## src/rtl/cluster_mul_share_arb.sv

```systemverilog
// cluster_mul_share_arb: round-robin sharing of one pipelined 13x9 multiplier with tagged, backpressured responses
module cluster_mul_share_arb #(
  parameter int NUM_REQ = 4,
  parameter int ID_W = 2,
  parameter int MUL_LAT = 3
) (
  input  logic                   clk,
  input  logic                   reset,
  input  logic [NUM_REQ-1:0]     req_valid,
  input  logic [NUM_REQ*13-1:0]  req_a,
  input  logic [NUM_REQ*9-1:0]   req_b,
  output logic [NUM_REQ-1:0]     req_ready,
  output logic                   mul_ce,
  output logic [12:0]            mul_din0,
  output logic [8:0]             mul_din1,
  input  logic [12:0]            mul_dout,
  output logic                   rsp_valid,
  output logic [ID_W-1:0]        rsp_id,
  output logic [12:0]            rsp_data,
  input  logic                   rsp_ready,
  output logic                   busy
);
  logic [ID_W-1:0] ptr_q, ptr_d, g, idx;
  logic [MUL_LAT-1:0] v_q, v_d;
  logic [MUL_LAT-1:0][ID_W-1:0] t_q, t_d;
  logic issue;
  // scan downward from ptr+NUM_REQ-1 so the requester closest to ptr wins last
  always_comb begin
    g = '0;
    idx = '0;
    issue = 1'b0;
    for (int k = NUM_REQ - 1; k >= 0; k--) begin
      idx = ID_W'((int'(ptr_q) + k) % NUM_REQ);
      if (req_valid[idx]) begin
        g = idx;
        issue = ~reset;
      end
    end
  end
  assign rsp_valid = v_q[MUL_LAT-1] & ~reset;
  assign rsp_id    = reset ? '0 : t_q[MUL_LAT-1];
  assign rsp_data  = mul_dout;
  assign busy      = (|v_q) & ~reset;
  assign mul_ce    = ~(rsp_valid & ~rsp_ready);
  assign req_ready = (issue & mul_ce) ? NUM_REQ'(1) << g : '0;
  assign mul_din0  = issue ? req_a[13*int'(g) +: 13] : '0;
  assign mul_din1  = issue ? req_b[9*int'(g) +: 9] : '0;
  always_comb begin
    v_d   = mul_ce ? {v_q[MUL_LAT-2:0], issue} : v_q;
    t_d   = mul_ce ? {t_q[MUL_LAT-2:0], g} : t_q;
    ptr_d = (mul_ce & issue) ? (g == ID_W'(NUM_REQ - 1) ? '0 : g + ID_W'(1)) : ptr_q;
  end
  always_ff @(posedge clk) begin
    if (reset) begin
      ptr_q <= '0;
      v_q   <= '0;
      t_q   <= '0;
    end else begin
      ptr_q <= ptr_d;
      v_q   <= v_d;
      t_q   <= t_d;
    end
  end
endmodule

```

## config.mk

```make
export PLATFORM = sky130hd
export DESIGN_NAME = cluster_mul_share_arb
export DESIGN_NICKNAME = d
export VERILOG_FILES = /design/src/rtl/cluster_mul_share_arb.sv
export SDC_FILE = /design/constraint.sdc
export NUM_CORES = 1
export LEC_CHECK = 0
export ABC_CLOCK_PERIOD_IN_PS = 2100
export CAP_MARGIN = 20
export CORE_MARGIN = 2
export CORE_UTILIZATION = 28
export CTS_CLUSTER_DIAMETER = 40
export CTS_CLUSTER_SIZE = 28
export DETAILED_ROUTE_END_ITERATION = 6
export PLACE_DENSITY_LB_ADDON = 0.1
export SLEW_MARGIN = 20
export SYNTH_ARGS = -nofsm -noshare
export SYNTH_HDL_FRONTEND = slang
export SYNTH_SLANG_ARGS = --single-unit
```

## constraint.sdc

```tcl
create_clock -name clk -period 2.1 [get_ports clk]
set_clock_uncertainty 0.05 [all_clocks]
set_input_delay 0.21 -clock clk [delete_from_list [all_inputs] [get_ports clk]]
set_output_delay 0.21 -clock clk [all_outputs]
set_load 0.05 [all_outputs]
```

After elaboration in Yosys (flattened, before gate mapping)
Index checks and enable logic that the tools add are counted.
{"block": "op_classes", "eq_ne": 1, "n_shift": 3, "n_mul": 2, "n_addsub": 4, "bitwise": 7, "reduce_logical": 1, "n_lt_le_gt_ge": 4, "muxes": 21}
{"operator": "$shiftx 52x7->13", "count": 1}
{"operator": "$shiftx 36x7->9", "count": 1}
{"operator": "$mux 13", "count": 1}
{"operator": "$lt 2x3->1 const B", "count": 4}
{"operator": "$mul 4x2->6 const A", "count": 2}
{"operator": "$mux 2", "count": 6}
{"operator": "$mux 9", "count": 1}
{"operator": "$bmux 1 s2", "count": 4}
{"operator": "$mux 1", "count": 8}
{"operator": "$add 2x1->2 const B", "count": 2}
{"operator": "$add 2x2->2 const B", "count": 2}
{"operator": "$and 1x1->1", "count": 4}
{"operator": "$mux 4", "count": 1}
{"operator": "$shl 1x2->4 const A", "count": 1}
{"operator": "$not 1->1", "count": 3}
{"operator": "$reduce_or 3->1", "count": 1}
{"operator": "$eq 2x2->1 const B", "count": 1}
{"block": "totals", "output_inout_bits": 44, "input_bits": 108, "word_cells": 48, "regBits": 11}

Depth between registers and ports, before layout
Gate-level depths: netlist of the first run.
{"block": "depth", "depth_word": 10, "mapped_depth": 8, "ltp_nobuf": 6}

Least setup slack after synthesis of the first run
Ideal clock, no wire load.
{"block": "synth_path", "path_type": "flip-flop to output port", "startpoint": "register v_q[2]", "endpoint": "output req_ready[0]", "stages_incl_launch_ff": 6, "t_arrival_ns": 2.245, "path_slack_ns": -0.405, "cell_sequence": "dfxtp_1 > nor2b_1 > nor2b_1 > clkinv_1 > clkbuf_1 > and3_1"}
{"block": "synth_via", "elab_chain_cells": 5}
{"item": "from (decl)", "line": "24", "rtl": "logic [MUL_LAT-1:0] v_q, v_d;"}
{"item": "from (signal assigned)", "line": "60", "rtl": "v_q <= v_d;"}
{"item": "$and 1x1->1", "line": "40", "rtl": "assign rsp_valid = v_q[MUL_LAT-1] & ~reset;"}
{"item": "via rsp_valid", "line": "17", "rtl": "output logic rsp_valid,"}
{"item": "$and 1x1->1", "line": "44", "rtl": "assign mul_ce = ~(rsp_valid & ~rsp_ready);"}
{"item": "$not 1->1", "line": "44"}
{"item": "via mul_ce", "line": "13", "rtl": "output logic mul_ce,"}
{"item": "$and 1x1->1", "line": "45", "rtl": "assign req_ready = (issue & mul_ce) ? NUM_REQ'(1) << g : '0;"}
{"item": "$mux 4", "line": "45"}
{"item": "to (decl)", "line": "12", "rtl": "output logic [NUM_REQ-1:0] req_ready,"}
The timed path passes the listed nets, and every way through them passes these cells.

Worst setup path after layout of the first run
{"block": "layout_path", "startpoint": "register ptr_q[1]", "endpoint": "output mul_din1[8]"}
{"block": "layout_via", "elab_chain_cells": 10, "word_cells_on_any_way": 22}
{"item": "from (decl)", "line": "23", "rtl": "logic [ID_W-1:0] ptr_q, ptr_d, g, idx;"}
{"item": "from (signal assigned)", "line": "59", "rtl": "ptr_q <= ptr_d;"}
{"item": "$add 2x2->2", "line": "33", "rtl": "idx = ID_W'((int'(ptr_q) + k) % NUM_REQ);"}
{"item": "$bmux 1 s2", "line": "34", "rtl": "if (req_valid[idx]) begin"}
{"item": "$mux 1 (implied by the code)", "line": "34"}
{"item": "$mux 2 (4 in a row)", "line": "34"}
{"item": "$mul 4x2->6", "line": "47", "rtl": "assign mul_din1 = issue ? req_b[9*int'(g) +: 9] : '0;"}
{"item": "$shiftx 36x7->9", "line": "47"}
{"item": "$mux 9 (*)", "line": "47"}
{"item": "to (decl)", "line": "15", "rtl": "output logic [8:0] mul_din1,"}
Every way passes the cells marked *; elsewhere a longest branch is shown, timed or not. The select of a mux whose other input is x is not followed.

==> flow_summary.json, run 1 <==
{
  "depth_of_the_worst_register_to_register_path": 8,
  "r2r_setup_slack_ns": 0.48,
  "cts.reportedPaths.clkPinSlew_ns": 0.05,
  "criticalPathCategory": "register to output pin",
  "place.detailed.hpwl_um": 4370,
  "worstMarginPinSlew_ns": 0.286,
  "fin_crit_ns": 2.17,
  "gr-total-overflow": 0,
  "synth_sequential_area_ratio_pct": 16.0,
  "post_synth_num_cell_types": 29,
  "worstReg2RegStart": "ptr_q[1]",
  "numCtsBuffers": 3,
  "htree_num_levels": 1,
  "hold_buffers": 0,
  "clock_tree_from_tritoncts": "done",
  "rsz0062_at_grt": "true",
  "critPathArrivalTime_ns": 1.91,
  "share_of_cells_above_drive_strength_1_pct": 41.9,
  "grt_pass1_vias": 1754,
  "final.fill_count": 321,
  "violated_checks": "setup timing",
  "detailed_router_iteration_count_before_antenna_repair": 4,
  "gp_routability_congestion": 0.798,
  "outcome": "finished with violations",
  "timing.critical_path.from": "ptr_q[1]",
  "yosysWarningCount": 0,
  "post_synth_inst_count": 162,
  "synth-seq-cells": 11,
  "synthesis.nets": 274,
  "die_w_um": 74.1,
  "placeableCoreArea_sq_mm": 0.00472,
  "seq_area_sq_um": 225,
  "synth_area_per_cell_sq_um": 8.50,
  "cts_num_sinks": 11,
  "timing.critical_path.fanout_max": 11,
  "dr_total_vias": 1708,
  "final_max_slew_viol_count": 0,
  "detail_route.vias_per_cell": 4.77,
  "cp-end-kind": "output pin",
  "worst_r2r_endpoint": "ptr_q[1]",
  "multiInputGateArea_sq_mm": 0.00133,
  "finalHoldWorstSlack_ns": 0.370,
  "power.leakage_nw": 1.39,
  "die_height_um": 74.1,
  "report.final.setup_viol": 21,
  "area.growth.synth_to_final_pct": 160,
  "max_freq_mhz": 460,
  "post-route-util_pct": 75.9,
  "remaining_max_slew_budget_at_the_tightest_pin_pct": 80.9,
  "grt_antenna_before_repair": 0,
  "clock-root-buffer": "sky130_fd_sc_hd__clkbuf_8",
  "wire_length_of_the_first_global_routing_pass_um": 8550,
  "route.antenna.remaining_nets": 0,
  "max_capacitance_violation_count": 0,
  "top_level_ports": 152,
  "ir_worst_vdd_mv": 0.427,
  "grt_usage_pct": 20.5,
  "holdCritPathClass": "input port to output pin",
  "final_routed_wire_length_divided_by_cell_count_um": 16.4,
  "post-route-worst-setup-slack_ns": -0.0743,
  "synth_area_sq_mm": 0.00138,
  "finalHoldViolations": 0,
  "finalNetCount": 404,
  "core.rowCount": 25,
  "grt_max_degree": 18,
  "clockBufferDepth": 2,
  "clk-insertion-delay-late_ns": 0.23,
  "first_drt_iteration_drcs": 53,
  "port_buffers": 125,
  "critPathCapture": "mul_din1[8]",
  "die_area_sq_mm": 0.00549,
  "drcViolationCount": 0,
  "power.density_cell_area_mw_per_mm2": 726,
  "antenna_cells_inserted": 0,
  "final.period_utilization_pct": 104,
  "start_util_pct": 29.1,
  "worst-endpoint-required_ns": 1.84,
  "cp-start-kind": "register",
  "wl_um": 5890
}
[synthesized netlist by cell type]
cell	instances	area [sq um]
sky130_fd_sc_hd__clkbuf_4	1	7.51
sky130_fd_sc_hd__nor2_1	4	15.0
sky130_fd_sc_hd__a211oi_4	1	20.0
sky130_fd_sc_hd__buf_12	2	40.0
sky130_fd_sc_hd__and3_1	4	25.0
sky130_fd_sc_hd__or2b_1	1	7.51
sky130_fd_sc_hd__nor2b_1	5	31.3
sky130_fd_sc_hd__and2_1	1	6.26
sky130_fd_sc_hd__mux2i_1	45	450
sky130_fd_sc_hd__buf_4	15	113
sky130_fd_sc_hd__ha_1	4	50.1
sky130_fd_sc_hd__inv_1	4	15.0
sky130_fd_sc_hd__o22a_2	1	10.0
sky130_fd_sc_hd__nand2b_1	6	37.5
sky130_fd_sc_hd__nand3b_1	1	7.51
sky130_fd_sc_hd__clkinv_1	1	3.75
sky130_fd_sc_hd__o22ai_1	23	144
sky130_fd_sc_hd__buf_8	2	30.0
sky130_fd_sc_hd__a21oi_1	3	15.0
sky130_fd_sc_hd__a31oi_1	1	6.26
sky130_fd_sc_hd__a21o_1	2	15.0
sky130_fd_sc_hd__buf_2	2	10.0
sky130_fd_sc_hd__clkbuf_1	3	11.3
sky130_fd_sc_hd__o21ai_0	7	35.0
sky130_fd_sc_hd__inv_2	1	3.75
sky130_fd_sc_hd__a211oi_1	1	7.51
sky130_fd_sc_hd__dfxtp_1	11	220
sky130_fd_sc_hd__nor3_1	1	5.00
sky130_fd_sc_hd__nand2_1	9	33.8
[kinds of logic (layout without fill, tap and decap cells)]
group / Yosys count / count (layout) / synth area share, %
flops: 11 / 11 / 16.0
buf+inv: 31 / 160 / 17.0
fa+ha+maj: 4 / 4 / 3.64
compound gates: 39 / 39 / 18.4
mux: 45 / 45 / 32.7
simple gates: 32 / 32 / 12.3
[flip-flops by register name, indices dropped and copies added (netlist names)]
register,count
ptr_q,2
t_q,6
v_q,3
[placed cells by master, fill, tap and decap left out, types with 2 or more instances in the layout]
| master | n |
|---|---|
| sky130_fd_sc_hd__nand2_1 | 7 |
| sky130_fd_sc_hd__mux2i_1 | 26 |
| sky130_fd_sc_hd__buf_6 | 4 |
| sky130_fd_sc_hd__nand2b_1 | 5 |
| sky130_fd_sc_hd__mux2i_4 | 8 |
| sky130_fd_sc_hd__and3_4 | 4 |
| sky130_fd_sc_hd__nor2_1 | 4 |
| sky130_fd_sc_hd__a21oi_1 | 3 |
| sky130_fd_sc_hd__buf_8 | 2 |
| sky130_fd_sc_hd__inv_2 | 2 |
| sky130_fd_sc_hd__clkbuf_8 | 3 |
| sky130_fd_sc_hd__clkdlybuf4s50_1 | 90 |
| sky130_fd_sc_hd__buf_16 | 2 |
| sky130_fd_sc_hd__nand2_2 | 2 |
| sky130_fd_sc_hd__buf_4 | 13 |
| sky130_fd_sc_hd__inv_1 | 2 |
| sky130_fd_sc_hd__a21o_1 | 2 |
| sky130_fd_sc_hd__buf_12 | 34 |
| sky130_fd_sc_hd__o22ai_2 | 22 |
| sky130_fd_sc_hd__nor2b_4 | 2 |
| sky130_fd_sc_hd__mux2i_2 | 11 |
| sky130_fd_sc_hd__nor2b_1 | 3 |
| sky130_fd_sc_hd__ha_4 | 4 |
| sky130_fd_sc_hd__dfxtp_1 | 9 |
| sky130_fd_sc_hd__dlygate4sd2_1 | 3 |
| sky130_fd_sc_hd__o21ai_0 | 7 |
[through the flow]
step	worst slack [ns]	std cells	cell area [sq um]	TNS [ns]	total power, W
after floorplan	-0.153	162	1480	-0.912	0.00129
after global placement	-0.177	344	3040	-3.14	0.00197
after detailed placement	-0.202	344	3040	-3.67	0.00198
after CTS	-0.0983	356	3440	-1.23	0.00250
after global routing	-0.153	358	3580	-2.65	0.00271
final	-0.0743	358	3580	-0.891	0.00260
[worst min-delay path by stage]
stage                             from           end  slack, ns  cells past startpoint
final                      mul_dout[1]   rsp_data[1]       0.37                      0
after global routing       mul_dout[8]   rsp_data[8]       0.37                      0
after CTS                 mul_dout[10]  rsp_data[10]       0.37                      0
after detailed placement  mul_dout[10]  rsp_data[10]       0.37                      0
after global placement    mul_dout[10]  rsp_data[10]       0.37                      0
after floorplan                  reset      ptr_q[1]       0.33                      2
[where the power goes]
group	internal, W	total [W]	leakage, nW	switching [W]
registers	0.000238	0.000252	0.0916	0.0000134
logic	0.00114	0.00214	1.27	0.00100
clock network	0.000133	0.000210	0.0228	0.0000766
[per-layer routing]
metal / vias up / part of all wire, % / global-route usage, %
li1: 842 / - / -
met1: 778 / 36 / 23.9
met2: 82 / 55 / 36.3
met3: 6 / 7.8 / 6.64
met4: 0 / 1.0 / 4.85
met5: - / 0 / 0
[final cells by class]
type,count,share of cell area (%)
well taps,67,2.34
clock buffers,4,1.26
flip-flops and latches,11,6.28
multi-input cells,120,37.0
repair buffers,150,52.3
inverters,6,0.838
[critical path, cell delays in order (launching register included)]
cell,delay (ns)
sky130_fd_sc_hd__dfxtp_4,0.34
sky130_fd_sc_hd__a21o_1,0.15
sky130_fd_sc_hd__a21oi_1,0.16
sky130_fd_sc_hd__o22a_4,0.23
sky130_fd_sc_hd__buf_6,0.24
sky130_fd_sc_hd__mux2i_4,0.28
sky130_fd_sc_hd__o22ai_2,0.12
sky130_fd_sc_hd__buf_12,0.16
[repair_timing]
item | 4_1_cts | 5_1_grt
setup buffers | 5 | 4
gates cloned | 3 | 1
setup endpoints to repair | 26 | 26
pin swaps | 9 | 10
gates resized for setup | 52 | 27
endpoints found under the hold margin | 0 | 0
Power figures use the tool's default switching activity.
==> inputs of run 2 (changes only) <==
--- a/config.mk
+++ b/config.mk
@@ -13,6 +13,7 @@
 export CTS_CLUSTER_SIZE = 28
 export DETAILED_ROUTE_END_ITERATION = 6
 export PLACE_DENSITY_LB_ADDON = 0.1
+export RECOVER_POWER = 50
 export SLEW_MARGIN = 20
 export SYNTH_ARGS = -nofsm -noshare
 export SYNTH_HDL_FRONTEND = slang
==> flow_summary.json, run 2 (same netlist as run 1, synthesis figures left out) <==
{
  "outcome": "finished with violations",
  "violated_checks": "setup timing",
  "finalNetCount": 404,
  "finalHoldViolations": 0,
  "die_area_sq_mm": 0.00549,
  "use_met1_pct": 23.9,
  "met3_usage_pct": 6.64,
  "criticalPathCategory": "register to output pin",
  "start_util_pct": 29.1,
  "fin_crit_ns": 2.17,
  "share_of_cells_above_drive_strength_1_pct": 41.9,
  "grt_antenna_before_repair": 0,
  "ir_worst_vdd_mv": 0.427,
  "post-place-cells": 344,
  "first_drt_iteration_drcs": 53,
  "worstReg2RegStart": "ptr_q[1]",
  "report.final.setup_viol": 26,
  "htree_num_levels": 1,
  "reg.largest.list": "t_q (6), v_q (3), ptr_q (2)",
  "final.fill_count": 321,
  "placeableCoreArea_sq_mm": 0.00472,
  "top_usage_layer": "met2",
  "min_delay_path_depth": 0,
  "total_power_w": 0.00260,
  "final_routed_wire_length_divided_by_cell_count_um": 16.4,
  "worst_r2r_endpoint": "ptr_q[1]",
  "cp-end-kind": "output pin",
  "gp_routability_congestion": 0.798,
  "final_cells": 358,
  "place.detailed.hpwl_um": 4370,
  "die_height_um": 74.1,
  "finalHoldWorstSlack_ns": 0.370,
  "numCtsBuffers": 3,
  "core.rowCount": 25,
  "remaining_max_slew_budget_at_the_tightest_pin_pct": 80.9,
  "worst_hold_startpoint": "mul_dout[1]",
  "clock-root-buffer": "sky130_fd_sc_hd__clkbuf_8",
  "final_max_slew_viol_count": 0,
  "cts_num_sinks": 11,
  "clk-insertion-delay-late_ns": 0.23,
  "power.density_cell_area_mw_per_mm2": 726,
  "grt_max_degree": 18,
  "top_level_ports": 152,
  "clock_tree_from_tritoncts": "done",
  "detail_route.vias_per_cell": 4.77,
  "grt_usage_pct": 20.5,
  "reg_with_most_ffs": "t_q",
  "post-route-worst-setup-slack_ns": -0.0743,
  "worst-endpoint-required_ns": 1.84,
  "holdCritPathClass": "input port to output pin",
  "depth_of_the_worst_register_to_register_path": 8,
  "power.leakage_nw": 1.39,
  "worstHoldEndpoint": "rsp_data[1]",
  "clockBufferDepth": 2,
  "final.period_utilization_pct": 104,
  "route.antenna.remaining_nets": 0,
  "antenna_cells_inserted": 0,
  "rsz0062_at_grt": "true",
  "dpl_cell_area_sq_mm": 0.00304,
  "timing.critical_path.fanout_max": 11,
  "cts.reportedPaths.clkPinSlew_ns": 0.05,
  "wire_length_of_the_first_global_routing_pass_um": 8550,
  "drcViolationCount": 0,
  "max_capacitance_violation_count": 0,
  "port_buffers": 125,
  "multiInputGateArea_sq_mm": 0.00133,
  "final_area_sq_mm": 0.00358,
  "worstMarginPinSlew_ns": 0.286,
  "cp-start-kind": "register",
  "max_freq_mhz": 460,
  "area.growth.synth_to_final_pct": 160,
  "tns_ns": -0.962,
  "largest_register_ffs": 6,
  "layout_commonest_cell": "sky130_fd_sc_hd__clkdlybuf4s50_1",
  "grt_pass1_vias": 1754,
  "seq_area_sq_um": 225,
  "gr-total-overflow": 0,
  "detailed_router_iteration_count_before_antenna_repair": 4,
  "wl_um": 5890,
  "commonest_non_fill_non_tap_cells_in_the_layout": "sky130_fd_sc_hd__clkdlybuf4s50_1 (89), sky130_fd_sc_hd__buf_12 (34), sky130_fd_sc_hd__mux2i_1 (26)",
  "critPathArrivalTime_ns": 1.91,
  "die_w_um": 74.1,
  "globalRouteMet2Util_pct": 36.3,
  "dr_total_vias": 1708,
  "r2r_setup_slack_ns": 0.48
}
run 2: per-layer routing:
metal  up-vias  wire (um)
met3         6        462
li1        842          -
met1       778       2150
met4         0         61
met2        82       3210
met5         -          0
run 2: timing repair:
action                                  in CTS  in global routing
hold buffers                                 0                  0
pin swaps                                    9                 10
gates cloned                                 3                  1
resized for setup                           52                 27
endpoints found under the setup margin      26                 26
buffers inserted                             5                  4
run 2: worst max-delay path by stage:
stage | startpoint | endpoint | slack [ns]
detailed placement | req_valid[1] | mul_din0[0] | -0.20
global placement | req_valid[1] | mul_din1[6] | -0.18
floorplan | ptr_q[0] | mul_din1[5] | -0.15
finish | ptr_q[1] | mul_din1[8] | -0.07
CTS | ptr_q[0] | mul_din0[11] | -0.1
global route | ptr_q[1] | mul_din0[1] | -0.15
run 2: final cells by class:
cell class                      instances  share of cell area (%)
Timing Repair Buffer                  150                    52.3
Multi-Input combinational cell        120                    37.0
Sequential cell                        11                    6.28
Tap cell                               67                    2.34
Clock buffer                            4                    1.26
Inverter                                6                   0.838
run 2: where the power goes:
group	internal, W	total [W]	switching (W)
registers	0.000238	0.000252	0.0000134
logic	0.00114	0.00214	0.00100
clock network	0.000133	0.000210	0.0000766
run 2: critical path, cell delays in order (launching register included):
cell and delay, ns:
sky130_fd_sc_hd__dfxtp_4 0.34, sky130_fd_sc_hd__a21o_1 0.15, sky130_fd_sc_hd__a21oi_1 0.16, sky130_fd_sc_hd__o22a_4 0.23, sky130_fd_sc_hd__buf_6 0.24, sky130_fd_sc_hd__mux2i_4 0.28
sky130_fd_sc_hd__o22ai_2 0.12, sky130_fd_sc_hd__buf_12 0.16
run 2: stage by stage:
step           setup WS [ns]  utilization [%]
2_1_floorplan         -0.153                -
3_3_place_gp          -0.177             64.4
3_5_place_dp          -0.202             64.4
4_1_cts              -0.0983             72.8
5_1_grt               -0.153             75.9
6_report             -0.0743             75.9
==> inputs of run 3 (changes only) <==
--- a/config.mk
+++ b/config.mk
@@ -14,6 +14,7 @@
 export DETAILED_ROUTE_END_ITERATION = 6
 export PLACE_DENSITY_LB_ADDON = 0.1
 export RECOVER_POWER = 50
+export SKIP_LAST_GASP = 1
 export SLEW_MARGIN = 20
 export SYNTH_ARGS = -nofsm -noshare
 export SYNTH_HDL_FRONTEND = slang
==> results of run 3 <==
Same layout as run 2: the final DEF is identical, and so are final timing and power.
